### config.mk
export PLATFORM = sky130hd
export DESIGN_NAME = axi_rr_txn_arbiter_flat
export DESIGN_NICKNAME = d
export VERILOG_FILES = /design/src/rtl/axi_rr_txn_arbiter_if.sv /design/src/rtl/axi_rr_txn_arbiter.sv /design/src/flat_wrapper.sv
export SDC_FILE = /design/constraint.sdc
export NUM_CORES = 1
export LEC_CHECK = 0
export BUFFER_PORTS_ARGS = -buffer_cell sky130_fd_sc_hd__buf_2
export CAP_MARGIN = 10
export CORE_AREA = 2 2 89 91
export DETAILED_ROUTE_END_ITERATION = 8
export DIE_AREA = 0 0 91 93
export HOLD_SLACK_MARGIN = 0.05
export PLACE_DENSITY = 0.8
export SKIP_LAST_GASP = 1
export SYNTH_ARGS = -nofsm -noshare
export SYNTH_HDL_FRONTEND = slang
export SYNTH_SLANG_ARGS = --single-unit
### constraint.sdc
create_clock -name clk -period 2.65 [get_ports clk]
set_input_delay 0.53 -clock clk [delete_from_list [all_inputs] [get_ports clk]]
set_output_delay 0.53 -clock clk [all_outputs]
set_load 0.02 [all_outputs]
### src/rtl/axi_rr_txn_arbiter_if.sv
// Requester, slave address and status signals of the round-robin transaction arbiter.
// The master modport is the arbiter's view; slave is the environment (requesters + slave port).
interface axi_rr_txn_arbiter_if #(
  parameter int unsigned NB_MASTER  = 3,
  parameter int unsigned ADDR_WIDTH = 32
);
  localparam int unsigned SRC_WIDTH = $clog2(NB_MASTER);

  logic [NB_MASTER-1:0]            req_valid_i;
  logic [NB_MASTER-1:0]            req_ready_o;
  logic [NB_MASTER*ADDR_WIDTH-1:0] req_addr_i;
  logic [NB_MASTER-1:0]            req_write_i;
  logic                            m_valid_o;
  logic                            m_ready_i;
  logic [ADDR_WIDTH-1:0]           m_addr_o;
  logic                            m_write_o;
  logic [SRC_WIDTH-1:0]            m_src_o;
  logic                            rsp_done_i;
  logic [NB_MASTER-1:0]            grant_o;
  logic                            busy_o;
  logic                            timeout_o;

  modport master (
    input  req_valid_i, req_addr_i, req_write_i, m_ready_i, rsp_done_i,
    output req_ready_o, m_valid_o, m_addr_o, m_write_o, m_src_o, grant_o, busy_o, timeout_o
  );

  modport slave (
    output req_valid_i, req_addr_i, req_write_i, m_ready_i, rsp_done_i,
    input  req_ready_o, m_valid_o, m_addr_o, m_write_o, m_src_o, grant_o, busy_o, timeout_o
  );
endinterface

### src/rtl/axi_rr_txn_arbiter.sv
// Round-robin, single-outstanding arbiter sharing one AXI address channel between NB_MASTER
// requesters. Optional response watchdog enabled by defining ARB_TIMEOUT_EN.
module axi_rr_txn_arbiter #(
  parameter int unsigned NB_MASTER      = 3,
  parameter int unsigned ADDR_WIDTH     = 32,
  parameter int unsigned TIMEOUT_CYCLES = 1024
) (
  input logic                 clk,
  input logic                 rst_n,
  axi_rr_txn_arbiter_if.master bus
);
  localparam int unsigned SRC_WIDTH = $clog2(NB_MASTER);

  if (NB_MASTER < 2 || NB_MASTER > 8) begin : g_bad_nb_master
    $error("NB_MASTER must be in 2..8");
  end
  if (TIMEOUT_CYCLES < 2) begin : g_bad_timeout
    $error("TIMEOUT_CYCLES must be at least 2");
  end

  typedef enum logic [1:0] {StIdle, StAddr, StWaitRsp} state_e;

  state_e                state_q, state_d;
  logic [SRC_WIDTH-1:0]  ptr_q;
  logic [SRC_WIDTH-1:0]  src_q;
  logic [ADDR_WIDTH-1:0] addr_q;
  logic                  write_q;
  logic [NB_MASTER-1:0]  grant_q;
  logic [SRC_WIDTH-1:0]  win;
  logic                  any_req;
  logic                  accept;
  logic                  expire;
  logic                  finish;
  logic [SRC_WIDTH-1:0]  ptr_next;

  // First requester at or above the pointer, wrapping modulo NB_MASTER.
  always_comb begin
    win     = '0;
    any_req = 1'b0;
    for (int unsigned i = 0; i < NB_MASTER; i++) begin
      if (!any_req && bus.req_valid_i[(32'(ptr_q) + i) % NB_MASTER]) begin
        win     = SRC_WIDTH'((32'(ptr_q) + i) % NB_MASTER);
        any_req = 1'b1;
      end
    end
  end

  assign accept   = (state_q == StIdle) && any_req;
  assign finish   = (state_q == StWaitRsp) && (bus.rsp_done_i || expire);
  assign ptr_next = (src_q == SRC_WIDTH'(NB_MASTER - 1)) ? '0 : src_q + 1'b1;

  always_ff @(posedge clk or negedge rst_n) begin
    if (!rst_n) begin
      state_q <= StIdle;
    end else begin
      state_q <= state_d;
    end
  end

  always_comb begin
    state_d = state_q;
    unique case (state_q)
      StIdle:    if (any_req) state_d = StAddr;
      StAddr:    if (bus.m_ready_i) state_d = StWaitRsp;
      StWaitRsp: if (bus.rsp_done_i || expire) state_d = StIdle;
      default:   state_d = StIdle;
    endcase
  end

  always_comb begin
    bus.req_ready_o = '0;
    bus.m_valid_o   = 1'b0;
    bus.busy_o      = 1'b0;
    unique case (state_q)
      StIdle:    if (any_req) bus.req_ready_o[win] = 1'b1;
      StAddr: begin
        bus.m_valid_o = 1'b1;
        bus.busy_o    = 1'b1;
      end
      StWaitRsp: bus.busy_o = 1'b1;
      default:   ;
    endcase
  end

  // Captured request stays stable for the whole transaction; grant drops on completion.
  always_ff @(posedge clk or negedge rst_n) begin
    if (!rst_n) begin
      addr_q  <= '0;
      write_q <= 1'b0;
      src_q   <= '0;
      grant_q <= '0;
      ptr_q   <= '0;
    end else if (accept) begin
      addr_q  <= bus.req_addr_i[32'(win)*ADDR_WIDTH +: ADDR_WIDTH];
      write_q <= bus.req_write_i[win];
      src_q   <= win;
      grant_q <= NB_MASTER'(1) << win;
    end else if (finish) begin
      grant_q <= '0;
      ptr_q   <= ptr_next;
    end
  end

  assign bus.m_addr_o  = addr_q;
  assign bus.m_write_o = write_q;
  assign bus.m_src_o   = src_q;
  assign bus.grant_o   = grant_q;

`ifdef ARB_TIMEOUT_EN
  localparam int unsigned CNT_WIDTH = $clog2(TIMEOUT_CYCLES) + 1;

  logic [CNT_WIDTH-1:0] cnt_q, cnt_d;
  logic                 timeout_q;

  // rsp_done_i in the expiry cycle wins, so it completes normally without a pulse.
  assign expire = (state_q == StWaitRsp) && !bus.rsp_done_i &&
                  (cnt_q == CNT_WIDTH'(TIMEOUT_CYCLES - 1));

  always_comb begin
    cnt_d = cnt_q;
    if (state_q == StAddr && bus.m_ready_i) begin
      cnt_d = '0;
    end else if (state_q == StWaitRsp) begin
      cnt_d = cnt_q + 1'b1;
    end
  end

  always_ff @(posedge clk or negedge rst_n) begin
    if (!rst_n) begin
      cnt_q     <= '0;
      timeout_q <= 1'b0;
    end else begin
      cnt_q     <= cnt_d;
      timeout_q <= expire;
    end
  end

  assign bus.timeout_o = timeout_q;
`else
  assign expire        = 1'b0;
  assign bus.timeout_o = 1'b0;
`endif

endmodule
### src/flat_wrapper.sv
// flat-port wrapper written by rule: the top's interface ports become plain ports
module axi_rr_txn_arbiter_flat 
#(
  parameter int unsigned NB_MASTER      = 3,
  parameter int unsigned ADDR_WIDTH     = 32,
  parameter int unsigned TIMEOUT_CYCLES = 1024
)
  (clk, rst_n, bus_req_valid_i, bus_req_addr_i, bus_req_write_i, bus_m_ready_i, bus_rsp_done_i, bus_req_ready_o, bus_m_valid_o, bus_m_addr_o, bus_m_write_o, bus_m_src_o, bus_grant_o, bus_busy_o, bus_timeout_o);
  axi_rr_txn_arbiter_if #(.NB_MASTER(NB_MASTER), .ADDR_WIDTH(ADDR_WIDTH)) bus_i ();
  input logic clk;
  input logic rst_n;
  input wire logic [$bits(bus_i.req_valid_i)-1:0] bus_req_valid_i;
  input wire logic [$bits(bus_i.req_addr_i)-1:0] bus_req_addr_i;
  input wire logic [$bits(bus_i.req_write_i)-1:0] bus_req_write_i;
  input wire logic [$bits(bus_i.m_ready_i)-1:0] bus_m_ready_i;
  input wire logic [$bits(bus_i.rsp_done_i)-1:0] bus_rsp_done_i;
  output wire logic [$bits(bus_i.req_ready_o)-1:0] bus_req_ready_o;
  output wire logic [$bits(bus_i.m_valid_o)-1:0] bus_m_valid_o;
  output wire logic [$bits(bus_i.m_addr_o)-1:0] bus_m_addr_o;
  output wire logic [$bits(bus_i.m_write_o)-1:0] bus_m_write_o;
  output wire logic [$bits(bus_i.m_src_o)-1:0] bus_m_src_o;
  output wire logic [$bits(bus_i.grant_o)-1:0] bus_grant_o;
  output wire logic [$bits(bus_i.busy_o)-1:0] bus_busy_o;
  output wire logic [$bits(bus_i.timeout_o)-1:0] bus_timeout_o;
  assign bus_i.req_valid_i = bus_req_valid_i;
  assign bus_i.req_addr_i = bus_req_addr_i;
  assign bus_i.req_write_i = bus_req_write_i;
  assign bus_i.m_ready_i = bus_m_ready_i;
  assign bus_i.rsp_done_i = bus_rsp_done_i;
  assign bus_req_ready_o = bus_i.req_ready_o;
  assign bus_m_valid_o = bus_i.m_valid_o;
  assign bus_m_addr_o = bus_i.m_addr_o;
  assign bus_m_write_o = bus_i.m_write_o;
  assign bus_m_src_o = bus_i.m_src_o;
  assign bus_grant_o = bus_i.grant_o;
  assign bus_busy_o = bus_i.busy_o;
  assign bus_timeout_o = bus_i.timeout_o;
  axi_rr_txn_arbiter #(.NB_MASTER(NB_MASTER), .ADDR_WIDTH(ADDR_WIDTH), .TIMEOUT_CYCLES(TIMEOUT_CYCLES)) u_core (.clk(clk), .rst_n(rst_n), .bus(bus_i));
endmodule
# Yosys cells after proc, flatten, opt, wreduce, memory -nomap -nowiden
# Cells that the tools add are included.
[op_classes]
add_sub_neg = 3
mul = 0
div_mod_pow = 3
magnitude_cmp = 5
eq_ne = 6
shifts = 2
n_mux = 27
bitwise = 1
reduce_logical = 12
[ops]
columns = ["op", "n"]
rows = [
  ["32-bit by 3-bit less-than comparator with 1-bit output (second input constant)", 3],
  ["96-bit by 8-bit variable part select with 32-bit output", 1],
  ["32-bit by 2-bit remainder unit with 32-bit output (second input constant)", 2],
  ["2-bit by 2-bit remainder unit with 32-bit output (second input constant)", 1],
  ["2-bit 2-to-1 mux", 7],
  ["3-bit 2-to-1 mux", 4],
  ["1-bit 2-to-1 mux", 10],
  ["1-bit binary-select mux with 2-bit select", 4],
  ["2-bit one-hot mux with 3 select lines", 1],
  ["1-bit logical AND", 5],
  ["2-bit equality test (second input constant)", 2],
  ["2-bit != test (second input constant)", 2],
  ["2-bit by 1-bit adder with 3-bit output (second input constant)", 1],
  ["2-bit by 2-bit adder with 3-bit output (second input constant)", 1],
  ["2-bit by 3-bit less-than comparator with 1-bit output (second input constant)", 1],
  ["3-bit AND reduction", 1],
  ["1-bit by 2-bit << shifter with 3-bit output (first input constant)", 1],
  ["2-bit by 1-bit adder with 2-bit output (second input constant)", 1],
  ["1-bit demux with 2-bit select", 1],
  ["2-bit by 1-bit equality test with 1-bit output (second input constant)", 1],
  ["2-bit by 1-bit greater-or-equal comparator with 1-bit output (second input constant)", 1],
  ["1-bit zero test", 2],
  ["2-bit zero test", 1],
  ["2-bit by 1-bit != test with 1-bit output (second input constant)", 1],
  ["4 further kinds", 4],
]
[word_totals]
reg_bits = 42
latchBits = 0
ram_bits = 0
rom_bits = 0
input_bits = 106
n_memories = 0

# Depth between registers and ports, before layout
# Gate-level depths: netlist of run 1.
[depth]
word_depth = 16
mapped_depth = 11

# Worst setup path after synthesis of run 1
# OpenSTA, ideal clock, no wires.
[synth_path]
path_kind = "register to output"
from = "reg u_core.ptr_q[0]"
to = "out bus_req_ready_o[0]"
arrival_time_ns = 2.161
required_time_ns = 2.120
setup_slack_ns = -0.041
stages_incl_launch_ff = 10
n_path_buf = 2
path_cell_list = "dfrtp_1 -> inv_1 -> ha_1 -> buf_2 -> nand3b_1 -> o21ai_1 -> nor4_1 -> o21ai_2 -> buf_2 -> nor2_1"
[synth_via]
elab_chain_len = 16
[synth_rtl]
columns = ["item", "line", "source"]
rows = [
  ["start, declared", "axi_rr_txn_arbiter.sv:24", "logic [SRC_WIDTH-1:0] ptr_q;"],
  ["start signal, assigned", "axi_rr_txn_arbiter.sv:100", "ptr_q <= ptr_next;"],
  ["branches (longest 14 deep; another with 32-bit by 2-bit remainder unit with 32-bit output)", "--", ""],
  ["3-bit 2-to-1 mux *", "axi_rr_txn_arbiter.sv:75", "StIdle: if (any_req) bus.req_ready_o[win] = 1'b1;"],
  ["3-bit 2-to-1 mux *", "axi_rr_txn_arbiter.sv:74", "unique case (state_q)"],
  ["end, declared", "flat_wrapper.sv:17", "output wire logic [$bits(bus_i.req_ready_o)-1:0] bus_req_ready_o;"],
]
# Every way passes the cells marked *. The select of a mux whose other input is x is not followed.

# Worst setup path in the final report of run 1
[layout_path]
from = "reg u_core.ptr_q[1]"
to = "out bus_req_ready_o[0]"
# Same word-level chain as after synthesis.

==> implementation parameters, run 1 <==
Parameter                              Value

Finish
  Cell area after layout ... 4620 sq um
  Final core utilization ... 61.3%
  Final antenna diode count ... 0
  Fraction of final layout cells with drive strength greater than 1 ... 33.9%
  Number of cells in the finished layout apart from fillers ... 712
  Area growth syn-to-layout ... 29.4%
  NumNets Final ... 723

Routing
  Routed vias/inst ... 5.97
  Post-route DRC ... 0
  1st-pass router iterations ... 5
  Routed len/inst ... 16.6 microns
  Total wire length after detailed routing ... 11,800 microns
  Via count ... 4,251
  Count of antenna-violating nets left after detailed routing ... 0
  Number of violations reported at the end of detailed-routing iteration 0 ... 274

Yosys
  Part of the Yosys area used for sequential elements ... 29.5%
  Post-synth EDFFs ... 0
  Top cell type's share of synthesized area ... 29.5%
  Synth top area cells ... sky130_fd_sc_hd__dfrtp_1 29%, sky130_fd_sc_hd__nand2_1 8.9%, sky130_fd_sc_hd__and4_1 8.1%
  Synth unique cells ... 42
  Number of warnings issued by yosys ... 0
  Share of flip-flops with an asynchronous set or reset ... 100%
  Mean instance size in the synthesized netlist ... 7.49 sq um
  Top cell type by total area after synthesis ... sky130_fd_sc_hd__dfrtp_1
  Top cell types by occurrence after synthesis ... 85 x sky130_fd_sc_hd__nand2_1, 42 x sky130_fd_sc_hd__dfrtp_1, 41 x sky130_fd_sc_hd__inv_1
  Post-synthesis sequential element count ... 42
  Post-synthesis instance total ... 476
  Netlist Area Pre-Place ... 3570 sq um
  Most used DFF post-synth ... sky130_fd_sc_hd__dfrtp_1
  Synthesized netlist net count ... 589
  Most repeated cell in the gate-level netlist after synthesis ... sky130_fd_sc_hd__nand2_1

Global routing
  Largest net degree at the start of global routing ... 43
  Global route overflow ... 0
  Via count of the first global-routing pass ... 4,145
  Wire length of the first global-routing pass ... 19,300 microns
  GR met1 Demand/Resource ... 33.4%
  Global-route usage over all layers ... 27.6%
  Most Crowded Layer GR ... met2
  Met3 Usage GRT ... 5.16%
  GRT met2 Usage ... 47.7%
  Number of antenna violations at the first check in global routing ... 0

Floorplanning
  Floorplan die height ... 93 microns
  Ports ... 150
  Row count ... 32
  Full die area ... 8460 sq um
  Initial standard-cell utilization of the core ... 47.4%
  Die W ... 91 microns
  Core Region ... 7530 sq um

Placed design
  Instance area after placement ... 4370 sq um
  Weighted congestion reported at the end of routability-driven placement ... 0.886
  Placed cells ... 698
  Post-placement setup slack ... 0.0907 ns
  Placed wire-length estimate after detailed placement ... 8120 microns
  Port-buffer cells ... 148

Pwr
  Leakage power of the design ... 2.20 nW
  Internal power ... 2.63 mW
  Clock group share of total power ... 7.4%
  Switching share of power ... 52.5%
  Power density cells ... 1200 nW/um^2
  Share of total power in combinational logic ... 72.3%
  Part of the total power dissipated in sequential elements ... 20.2%
  Power after layout ... 5.55 mW
  IR drop worst, VDD ... 0.609 mV
  Switching component of the power ... 2.91 mW

Timing
  Worst slew pin tran ... 1.01 ns
  Setup repair after global routing missed its margin ... true
  Pins Over Slew Limit ... 0
  Final setup slack of the worst path ... -0.0700 ns
  Hold_ws ... 0.399 ns
  F_max ... 368 MHz
  Time the worst path needs with I/O delays and setup ... 2.72 ns
  Worst slew margin relative to its limit ... 32.6%
  Count of final setup violators ... 3
  Fraction of the cycle the final worst path needs ... 103%
  Final Hold Vio Count ... 0
  Setup clock skew after layout ... 0.00440 ns
  Fin Setup TNS ... -0.155 ns

Worst setup path
  Crit path max fanout ... 5
  Reg-to-Reg Start ... u_core.ptr_q[0]
  Critical path class ... reg2out
  Endpoint kind of the worst setup timing path ... output port
  Data arrival at the endpoint of the critical path ... 2.19 ns
  Reg-to-reg slack, setup ... 0.17 ns
  Required time at the endpoint of the critical path ... 2.12 ns
  Startpoint type of the worst setup path ... flop
  Critical register-to-register path endpoint ... u_core.ptr_q[1]
  Worst reg2reg path depth ... 7

Clocking
  CTS clock-pin slew for the worst setup and hold paths ... 0.08 ns
  Number of buffers between clock root and the deepest sink ... 2
  Clock latency on the worst-skew pair ... 0.30 ns
  CTS H-Tree Depth ... 2
  Clk Tree Root Cell ... sky130_fd_sc_hd__clkbuf_8
  CTS Sinks ... 42
  Number of CTS-inserted buffers ... 5
  CTS tree ... built

Min path
  Hold WC Path Type ... in2async

Run status
  Failing checks ... negative setup slack
  Result of the run ... complete, but fails checks

Flow run
  Count of max-cap constraint violations ... 0
registers in the layout (all words and copies together), names as in the netlist:
name                  cells
u_core.bus.m_addr_o      32
u_core.bus.grant_o        3
u_core.bus.m_src_o        2
u_core.ptr_q              2
u_core.state_q            2
u_core.bus.m_write_o      1
worst max-delay path by stage:
stage | cells past startpoint | endpoint | slack, ns | start
after global routing | 9 | bus_req_ready_o[1] | -0.18 | u_core.ptr_q[1]
after detailed placement | 10 | bus_req_ready_o[1] | 0.09 | u_core.ptr_q[1]
after global placement | 10 | bus_req_ready_o[1] | 0.13 | u_core.ptr_q[1]
after floorplan | 9 | bus_req_ready_o[0] | 0.04 | u_core.ptr_q[0]
final | 9 | bus_req_ready_o[0] | -0.07 | u_core.ptr_q[1]
after CTS | 9 | bus_req_ready_o[0] | -0.008 | u_core.ptr_q[1]
per-layer routing:
metal,routed length [microns],up-vias
met5,0,-
li1,-,1991
met3,901,31
met1,4760,2015
met2,5840,214
met4,296,0
worst max-delay path, stage by stage (launching register included):
cell,delay [ns]
sky130_fd_sc_hd__dfrtp_1,0.40
sky130_fd_sc_hd__inv_2,0.10
sky130_fd_sc_hd__ha_4,0.20
sky130_fd_sc_hd__mux2i_4,0.28
sky130_fd_sc_hd__o21ai_4,0.09
sky130_fd_sc_hd__nor4_2,0.33
sky130_fd_sc_hd__buf_4,0.19
sky130_fd_sc_hd__o21ai_4,0.05
sky130_fd_sc_hd__nor2_2,0.13
sky130_fd_sc_hd__buf_6,0.12
cell usage in the layout, fill, tap and decap left out, drive strengths merged, types with 4 or more instances in the layout:
| master | n |
|---|---|
| a21oi | 35 |
| o21ai | 24 |
| and4 | 33 |
| inv | 42 |
| nand2 | 85 |
| dfrtp | 42 |
| ha | 7 |
| a32oi | 16 |
| clkbuf | 7 |
| a211oi | 33 |
| nand3 | 19 |
| nor2 | 5 |
| o211ai | 18 |
| mux2i | 4 |
| buf | 177 |
| nor3 | 35 |
repair_timing:
| action | in CTS | in global routing |
|---|---|---|
| pin swaps | 5 | 1 |
| endpoints found under the setup margin | 3 | 3 |
| hold endpoints to repair | 0 | 0 |
| buffers inserted | 4 | 3 |
| gates resized for setup | 16 | 7 |
| hold buffers | 0 | 0 |
final cells by class:
type | instances | area, sq um
fillers | 717 | 2910
well taps | 102 | 128
multi-input cells | 342 | 2230
flip-flops and latches | 42 | 1050
clock buffers | 7 | 76.3
repair buffers | 177 | 971
inverters | 42 | 158
cell families (layout without fill, tap and decap cells):
logic type / count (synthesis) / after routing / synth area share (%)
buffers and inverters: 92 / 226 / 11.8
muxes: 4 / 4 / 1.12
DFF: 42 / 42 / 29.5
other: 1 / 1 / 0.105
AOI/OAI and AO/OA: 144 / 144 / 27.9
adders and majority gates: 7 / 7 / 2.46
and+or+nand+nor: 186 / 186 / 27.2
power groups by stage:
stage | sequential, mW | combinational [mW] | clock [mW]
global placement | 1.12 | 3.62 | 0
detailed placement | 1.12 | 3.75 | 0
CTS | 1.11 | 3.91 | 0.422
finish | 1.12 | 4.01 | 0.413
floorplan | 1.43 | 2.36 | 0
global route | 1.16 | 4.37 | 0.443
Note: power is estimated with default switching activity, not from simulation.
==> inputs of run 2 (changes only) <==
--- a/config.mk
+++ b/config.mk
@@ -12,6 +12,7 @@
 export DIE_AREA = 0 0 91 93
 export HOLD_SLACK_MARGIN = 0.05
 export PLACE_DENSITY = 0.8
+export RECOVER_POWER = 50
 export SKIP_LAST_GASP = 1
 export SYNTH_ARGS = -nofsm -noshare
 export SYNTH_HDL_FRONTEND = slang
==> run 2 against run 1 <==
  * The run still ends with negative setup slack left
  * Sequential cell count unchanged
  * Setup slack improved by 0.011 ns
  * Fmax increased by 0.40%
  * Count of clock-buffer cells in the layout unchanged
  * Critical path depth unchanged
  * Global-route usage unchanged
  * Power decreased by 0.58%
  * Non-clock buffer count unchanged
  * Die area unchanged
  * Hold slack improved by 0.041 ns
  * Combinational power about the same
  * Clock skew about the same
  * Highest routed layer unchanged
==> implementation parameters, run 2 (synthesis gave the netlist of run 1 again) <==
Parameter                              Value

Run status
  Failing checks ... negative setup slack (unchanged)
  Result of the run ... complete, but fails checks (unchanged)

Floorplanning
  Row count ... 32 (unchanged)
  Floorplan die height ... 93 microns (unchanged)
  Core Region ... 7530 sq um (unchanged)
  Full die area ... 8460 sq um (unchanged)
  Die W ... 91 microns (unchanged)
  Ports ... 150 (unchanged)
  Initial standard-cell utilization of the core ... 47.4% (unchanged)

Finish
  Final antenna diode count ... 0 (unchanged)
  NumNets Final ... 723 (unchanged)
  Commonest cells after routing, fill and taps aside ... 125 x sky130_fd_sc_hd__buf_2, 85 x sky130_fd_sc_hd__nand2_1, 41 x sky130_fd_sc_hd__dfrtp_1 (was 146 x sky130_fd_sc_hd__buf_2, 85 x sky130_fd_sc_hd__nand2_1, 41 x sky130_fd_sc_hd__dfrtp_1)
  Fraction of final layout cells with drive strength greater than 1 ... 30.7% (was 33.9%)
  Largest register FFs ... 32 (unchanged)
  Area growth syn-to-layout ... 28.7% (was 29.4%)
  Final core utilization ... 61.0% (was 61.3%)
  Most frequent standard cell in the layout excluding fill and tap cells ... sky130_fd_sc_hd__buf_2 (unchanged)

Timing
  Final Hold Vio Count ... 0 (unchanged)
  Fraction of the cycle the final worst path needs ... 102% (was 103%)
  Pins Over Slew Limit ... 0 (unchanged)
  Worst slew pin tran ... 1.13 ns (was 1.01 ns)
  Time the worst path needs with I/O delays and setup ... 2.71 ns (was 2.72 ns)
  Setup repair after global routing missed its margin ... true (unchanged)
  Worst slew margin relative to its limit ... 24.7% (was 32.6%)
  Final setup slack of the worst path ... -0.0591 ns (was -0.0700 ns)
  Count of final setup violators ... 3 (unchanged)
  Setup clock skew after layout ... 0.00426 ns (was 0.00440 ns)
  F_max ... 369 MHz (was 368 MHz)

Clocking
  Clk Tree Root Cell ... sky130_fd_sc_hd__clkbuf_8 (unchanged)
  CTS tree ... built (unchanged)
  Number of CTS-inserted buffers ... 5 (unchanged)
  CTS H-Tree Depth ... 2 (unchanged)
  Number of buffers between clock root and the deepest sink ... 2 (unchanged)
  CTS Hold Bufs ... 0 (unchanged)
  CTS clock-pin slew for the worst setup and hold paths ... 0.08 ns (about the same)
  CTS Sinks ... 42 (unchanged)
  Clock latency on the worst-skew pair ... 0.30 ns (about the same)

Routing
  Count of antenna-violating nets left after detailed routing ... 0 (unchanged)
  Routed vias/inst ... 5.97 (about the same)
  Via count ... 4,252 (was 4,251)
  Post-route DRC ... 0 (unchanged)
  Number of violations reported at the end of detailed-routing iteration 0 ... 286 (was 274)
  Total wire length after detailed routing ... 11,800 microns (about the same)
  1st-pass router iterations ... 5 (unchanged)
  Routed len/inst ... 16.6 microns (about the same)

Worst setup path
  Data arrival at the endpoint of the critical path ... 2.18 ns (was 2.19 ns)
  Crit path max fanout ... 5 (unchanged)
  Critical path class ... reg2out (unchanged)
  Startpoint type of the worst setup path ... flop (unchanged)
  Required time at the endpoint of the critical path ... 2.12 ns (about the same)
  Endpoint kind of the worst setup timing path ... output port (unchanged)

Pwr
  Leakage power of the design ... 2.13 nW (was 2.20 nW)
  Power after layout ... 5.51 mW (was 5.55 mW)
  IR drop worst, VDD ... 0.609 mV (about the same)
  Power density cells ... 1200 nW/um^2 (about the same)

Global routing
  Global route overflow ... 0 (unchanged)
  Wire length of the first global-routing pass ... 19,300 microns (unchanged)
  Via count of the first global-routing pass ... 4,145 (unchanged)
  Largest net degree at the start of global routing ... 43 (unchanged)
  Number of antenna violations at the first check in global routing ... 0 (unchanged)
  Global-route usage over all layers ... 27.6% (unchanged)

Min path
  Hold WC Path Type ... in2async (unchanged)

Flow run
  Count of max-cap constraint violations ... 0 (unchanged)

Placed design
  Port-buffer cells ... 148 (unchanged)
  Placed wire-length estimate after detailed placement ... 8120 microns (unchanged)
  Weighted congestion reported at the end of routability-driven placement ... 0.886 (unchanged)
==> run 2: cell types whose count changed in the layout (fill, tap and decap cells not counted) <==
cell                       previous run  this run
sky130_fd_sc_hd__clkbuf_1             2        22
sky130_fd_sc_hd__clkbuf_2             0         1
sky130_fd_sc_hd__buf_2              146       125
==> run 2: critical path: stages, from the launching register on <==
cell and delay, ns:
sky130_fd_sc_hd__dfrtp_1 0.40, sky130_fd_sc_hd__inv_2 0.10, sky130_fd_sc_hd__ha_4 0.20, sky130_fd_sc_hd__mux2i_4 0.28, sky130_fd_sc_hd__o21ai_4 0.09, sky130_fd_sc_hd__nor4_2 0.32, sky130_fd_sc_hd__buf_4 0.18, sky130_fd_sc_hd__o21ai_4 0.06
sky130_fd_sc_hd__nor2_2 0.13, sky130_fd_sc_hd__buf_6 0.12
==> run 2: final timing paths <==
check | slack [ns] | start | end | depth (start not counted)
setup / recovery | -0.06 | u_core.ptr_q[1] | bus_req_ready_o[0] | 9
hold reg to reg | 0.49 | u_core.bus.m_src_o[0] | u_core.ptr_q[0] | 1
max in group asynchronous | 1.46 | rst_n | u_core.ptr_q[0] | 1
min in group clk | 0.48 | bus_req_addr_i[64] | u_core.bus.m_addr_o[0] | 3
setup reg to reg | 0.17 | u_core.ptr_q[0] | u_core.ptr_q[1] | 7
hold / removal | 0.44 | rst_n | u_core.bus.m_addr_o[22] | 1
==> run 2: area by class of cell <==
type	instances	area [sq um]
Sequential cell	42	1050
Clock buffer	7	76.3
Tap cell	102	128
Timing Repair Buffer	177	946
Multi-Input combinational cell	342	2230
Inverter	42	158
Fill cell	731	2940
==> run 2: layer usage <==
layer / wire [microns] / vias to the layer above / global-route usage [%]
li1: - / 1988 / -
met1: 4760 / 2005 / 33.4
met2: 5810 / 230 / 47.7
met3: 997 / 29 / 5.16
met4: 272 / 0 / 12.9
met5: 0 / - / 0
==> run 2: through the flow <==
step	setup TNS, ns	hold slack, ns	setup slack [ns]	area (sq um)	std cells
4_1_cts	-0.0123	0.435	-0.00805	4570	709
6_report	-0.132	0.440	-0.0591	4590	712
2_1_floorplan	0	0.234	0.0397	3570	476
5_1_grt	-0.434	0.486	-0.183	4590	712
3_3_place_gp	0	0.473	0.132	4370	698
3_5_place_dp	0	0.482	0.0907	4370	698
==> run 2: report_power, final <==
part	internal, mW	switching [mW]	total, mW
logic	1.46	2.52	3.98
clock network	0.182	0.227	0.409
registers	0.954	0.172	1.13
total	2.59	2.92	5.51
==> run 2: what timing repair did <==
action                                  in CTS  in global routing
buffers inserted                             4                  3
resized for setup                           16                  7
endpoints found under the setup margin       3                  3
pin swaps                                    5                  1
==> inputs of run 3 (changes only) <==
--- a/config.mk
+++ b/config.mk
@@ -5,7 +5,7 @@
 export SDC_FILE = /design/constraint.sdc
 export NUM_CORES = 1
 export LEC_CHECK = 0
-export BUFFER_PORTS_ARGS = -buffer_cell sky130_fd_sc_hd__buf_2
+export BUFFER_PORTS_ARGS = -buffer_cell sky130_fd_sc_hd__clkbuf_2
 export CAP_MARGIN = 10
 export CORE_AREA = 2 2 89 91
 export DETAILED_ROUTE_END_ITERATION = 8
==> run 3 against run 2 <==
  * Clock power fell by 1%
  * Combinational power decreased by 1%
  * Global-route usage grew 0.19 points
  * Power is 0.64% lower
  * Fmax is 1.2% higher
  * Via count is 0.73% lower
  * Routed wire length decreased by 0.93%
  * First-iteration DRC count up 18%
  * Highest routed layer unchanged
  * Sequential power is essentially flat
  * Final area down 0.71%
  * Clock skew rose by 0.0022 ns
  * The run still ends with negative setup slack left
==> implementation parameters, run 3 (synthesis gave the netlist of run 1 again) <==
Parameter                              Value

Worst setup path
  Critical path class ... reg2out (unchanged)
  Critical register-to-register path endpoint ... u_core.bus.m_addr_o[29] (was u_core.ptr_q[1])
  Data arrival at the endpoint of the critical path ... 2.15 ns (was 2.18 ns)
  Required time at the endpoint of the critical path ... 2.12 ns (about the same)
  Crit path max fanout ... 6 (was 5)
  Reg-to-Reg Start ... u_core.ptr_q[1] (was u_core.ptr_q[0])
  Reg-to-reg slack, setup ... 0.27 ns (was 0.17 ns)
  Startpoint type of the worst setup path ... flop (unchanged)
  Worst reg2reg path depth ... 10 (was 7)
  Endpoint kind of the worst setup timing path ... output port (unchanged)

Finish
  Most frequent standard cell in the layout excluding fill and tap cells ... sky130_fd_sc_hd__clkbuf_2 (was sky130_fd_sc_hd__buf_2)
  Commonest cells after routing, fill and taps aside ... 127 x sky130_fd_sc_hd__clkbuf_2, 85 x sky130_fd_sc_hd__nand2_1, 41 x sky130_fd_sc_hd__dfrtp_1 (was 125 x sky130_fd_sc_hd__buf_2, 85 x sky130_fd_sc_hd__nand2_1, 41 x sky130_fd_sc_hd__dfrtp_1)
  Largest register FFs ... 32 (unchanged)
  Area growth syn-to-layout ... 27.8% (was 28.7%)
  Final antenna diode count ... 0 (unchanged)
  Final core utilization ... 60.6% (was 61.0%)
  Number of fill cells in the layout ... 709 (was 731)
  NumNets Final ... 723 (unchanged)
  Fraction of final layout cells with drive strength greater than 1 ... 30.7% (unchanged)

Routing
  Count of antenna-violating nets left after detailed routing ... 0 (unchanged)
  Routed vias/inst ... 5.93 (was 5.97)
  Routed len/inst ... 16.5 microns (was 16.6 microns)
  Total wire length after detailed routing ... 11,700 microns (was 11,800 microns)
  Number of violations reported at the end of detailed-routing iteration 0 ... 337 (was 286)
  1st-pass router iterations ... 5 (unchanged)
  Via count ... 4,221 (was 4,252)
  Post-route DRC ... 0 (unchanged)

Placed design
  Weighted congestion reported at the end of routability-driven placement ... 0.973 (was 0.886)
  Port-buffer cells ... 148 (unchanged)
  Placed wire-length estimate after detailed placement ... 8100 microns (was 8120 microns)
  Post-placement setup slack ... 0.129 ns (was 0.0907 ns)

Pwr
  Leakage power of the design ... 2.15 nW (was 2.13 nW)
  Power density cells ... 1200 nW/um^2 (about the same)
  IR drop worst, VDD ... 0.548 mV (was 0.609 mV)
  Power after layout ... 5.48 mW (was 5.51 mW)

Clocking
  Clk Tree Root Cell ... sky130_fd_sc_hd__clkbuf_8 (unchanged)
  Number of CTS-inserted buffers ... 5 (unchanged)
  CTS tree ... built (unchanged)
  Number of buffers between clock root and the deepest sink ... 2 (unchanged)
  CTS H-Tree Depth ... 2 (unchanged)
  CTS Hold Bufs ... 0 (unchanged)
  CTS clock-pin slew for the worst setup and hold paths ... 0.08 ns (about the same)
  Clock latency on the worst-skew pair ... 0.29 ns (was 0.30 ns)
  CTS Sinks ... 42 (unchanged)

Timing
  F_max ... 373 MHz (was 369 MHz)
  Fraction of the cycle the final worst path needs ... 101% (was 102%)
  Final setup slack of the worst path ... -0.0277 ns (was -0.0591 ns)
  Final Hold Vio Count ... 0 (unchanged)
  Hold_ws ... 0.484 ns (was 0.440 ns)
  Pins Over Slew Limit ... 0 (unchanged)
  Count of final setup violators ... 2 (was 3)
  Setup clock skew after layout ... 0.00649 ns (was 0.00426 ns)
  Worst slew margin relative to its limit ... 25.5% (was 24.7%)
  Time the worst path needs with I/O delays and setup ... 2.68 ns (was 2.71 ns)
  Setup repair after global routing missed its margin ... true (unchanged)
  Worst slew pin tran ... 1.12 ns (was 1.13 ns)

Global routing
  Wire length of the first global-routing pass ... 19,400 microns (was 19,300 microns)
  Global route overflow ... 0 (unchanged)
  Via count of the first global-routing pass ... 4,103 (was 4,145)
  Global-route usage over all layers ... 27.8% (was 27.6%)
  Largest net degree at the start of global routing ... 43 (unchanged)
  Number of antenna violations at the first check in global routing ... 0 (unchanged)

Run status
  Result of the run ... complete, but fails checks (unchanged)
  Failing checks ... negative setup slack (unchanged)

Min path
  Sink of the worst hold path ... u_core.bus.m_addr_o[20]
  Hold WC Path Type ... in2reg (was in2async)
  Start point of the worst min-delay path ... bus_req_addr_i[84]
  Worst hold stages ... 3

Floorplanning
  Die W ... 91 microns (unchanged)
  Floorplan die height ... 93 microns (unchanged)
  Core Region ... 7530 sq um (unchanged)
  Row count ... 32 (unchanged)
  Ports ... 150 (unchanged)
  Full die area ... 8460 sq um (unchanged)
  Initial standard-cell utilization of the core ... 47.4% (unchanged)

Flow run
  Count of max-cap constraint violations ... 0 (unchanged)
==> run 3: changes by cell type in the layout (fill, tap and decap cells not counted), sizes merged <==
cell    delta
buf      -127
clkinv     +2
clkbuf   +125
==> run 3: worst max-delay path by stage <==
stage | start | to | depth (start not counted)
detailed placement | u_core.ptr_q[0] | bus_req_ready_o[1] | 8
floorplan | u_core.ptr_q[0] | bus_req_ready_o[0] | 9
global route | u_core.ptr_q[1] | bus_req_ready_o[1] | 9
CTS | u_core.ptr_q[1] | bus_req_ready_o[1] | 9
finish | u_core.ptr_q[1] | bus_req_ready_o[1] | 8
global placement | u_core.ptr_q[1] | bus_req_ready_o[1] | 8
==> run 3: where the power goes <==
group	total, mW	leakage [nW]	internal, mW	switching, mW
combinational	3.94	1.58	1.44	2.50
sequential	1.14	0.528	0.954	0.182
clock	0.405	0.0438	0.177	0.227
total	5.48	2.15	2.57	2.91
==> run 3: repair_timing <==
action,CTS,global route
setup endpoints to repair,3,3
pin swaps,6,4
setup buffers,2,4
resized for setup,16,4
==> run 3: worst max-delay path, stage by stage, from the launching register on <==
cell,delay [ns]
sky130_fd_sc_hd__dfrtp_1,0.43
sky130_fd_sc_hd__buf_6,0.14
sky130_fd_sc_hd__ha_4,0.29
sky130_fd_sc_hd__nand3b_1,0.16
sky130_fd_sc_hd__o21a_1,0.19
sky130_fd_sc_hd__a22oi_2,0.30
sky130_fd_sc_hd__a21oi_2,0.08
sky130_fd_sc_hd__nor2_1,0.11
sky130_fd_sc_hd__buf_4,0.15
==> run 3: final cells by class <==
class                      count  area, sq um  area share (%)
multi-input combinational    342         2200            48.2
clock buffer                   5         68.8            1.51
timing repair buffer         177          946            20.8
inverter                      42          158            3.46
tap                          102          128            2.80
clock inverter                 2         10.0           0.220
sequential                    42         1050            23.1
==> run 3: metrics by stage <==
step                instances  cell area, sq um  setup TNS, ns
floorplan                 476              3570              0
CTS                       708              4540        -0.0445
finish                    712              4560        -0.0546
global route              712              4560         -0.284
global placement          699              4380              0
detailed placement        699              4380              0
==> run 3: routing by layer <==
layer  part of all wire, %  global-route usage (%)  up-vias
li1                      -                       -     1993
met1                    40                    34.7     1998
met2                    50                    47.7      209
met3                   8.5                    4.75       21
met4                   1.7                    11.6        0
met5                     0                       0        -
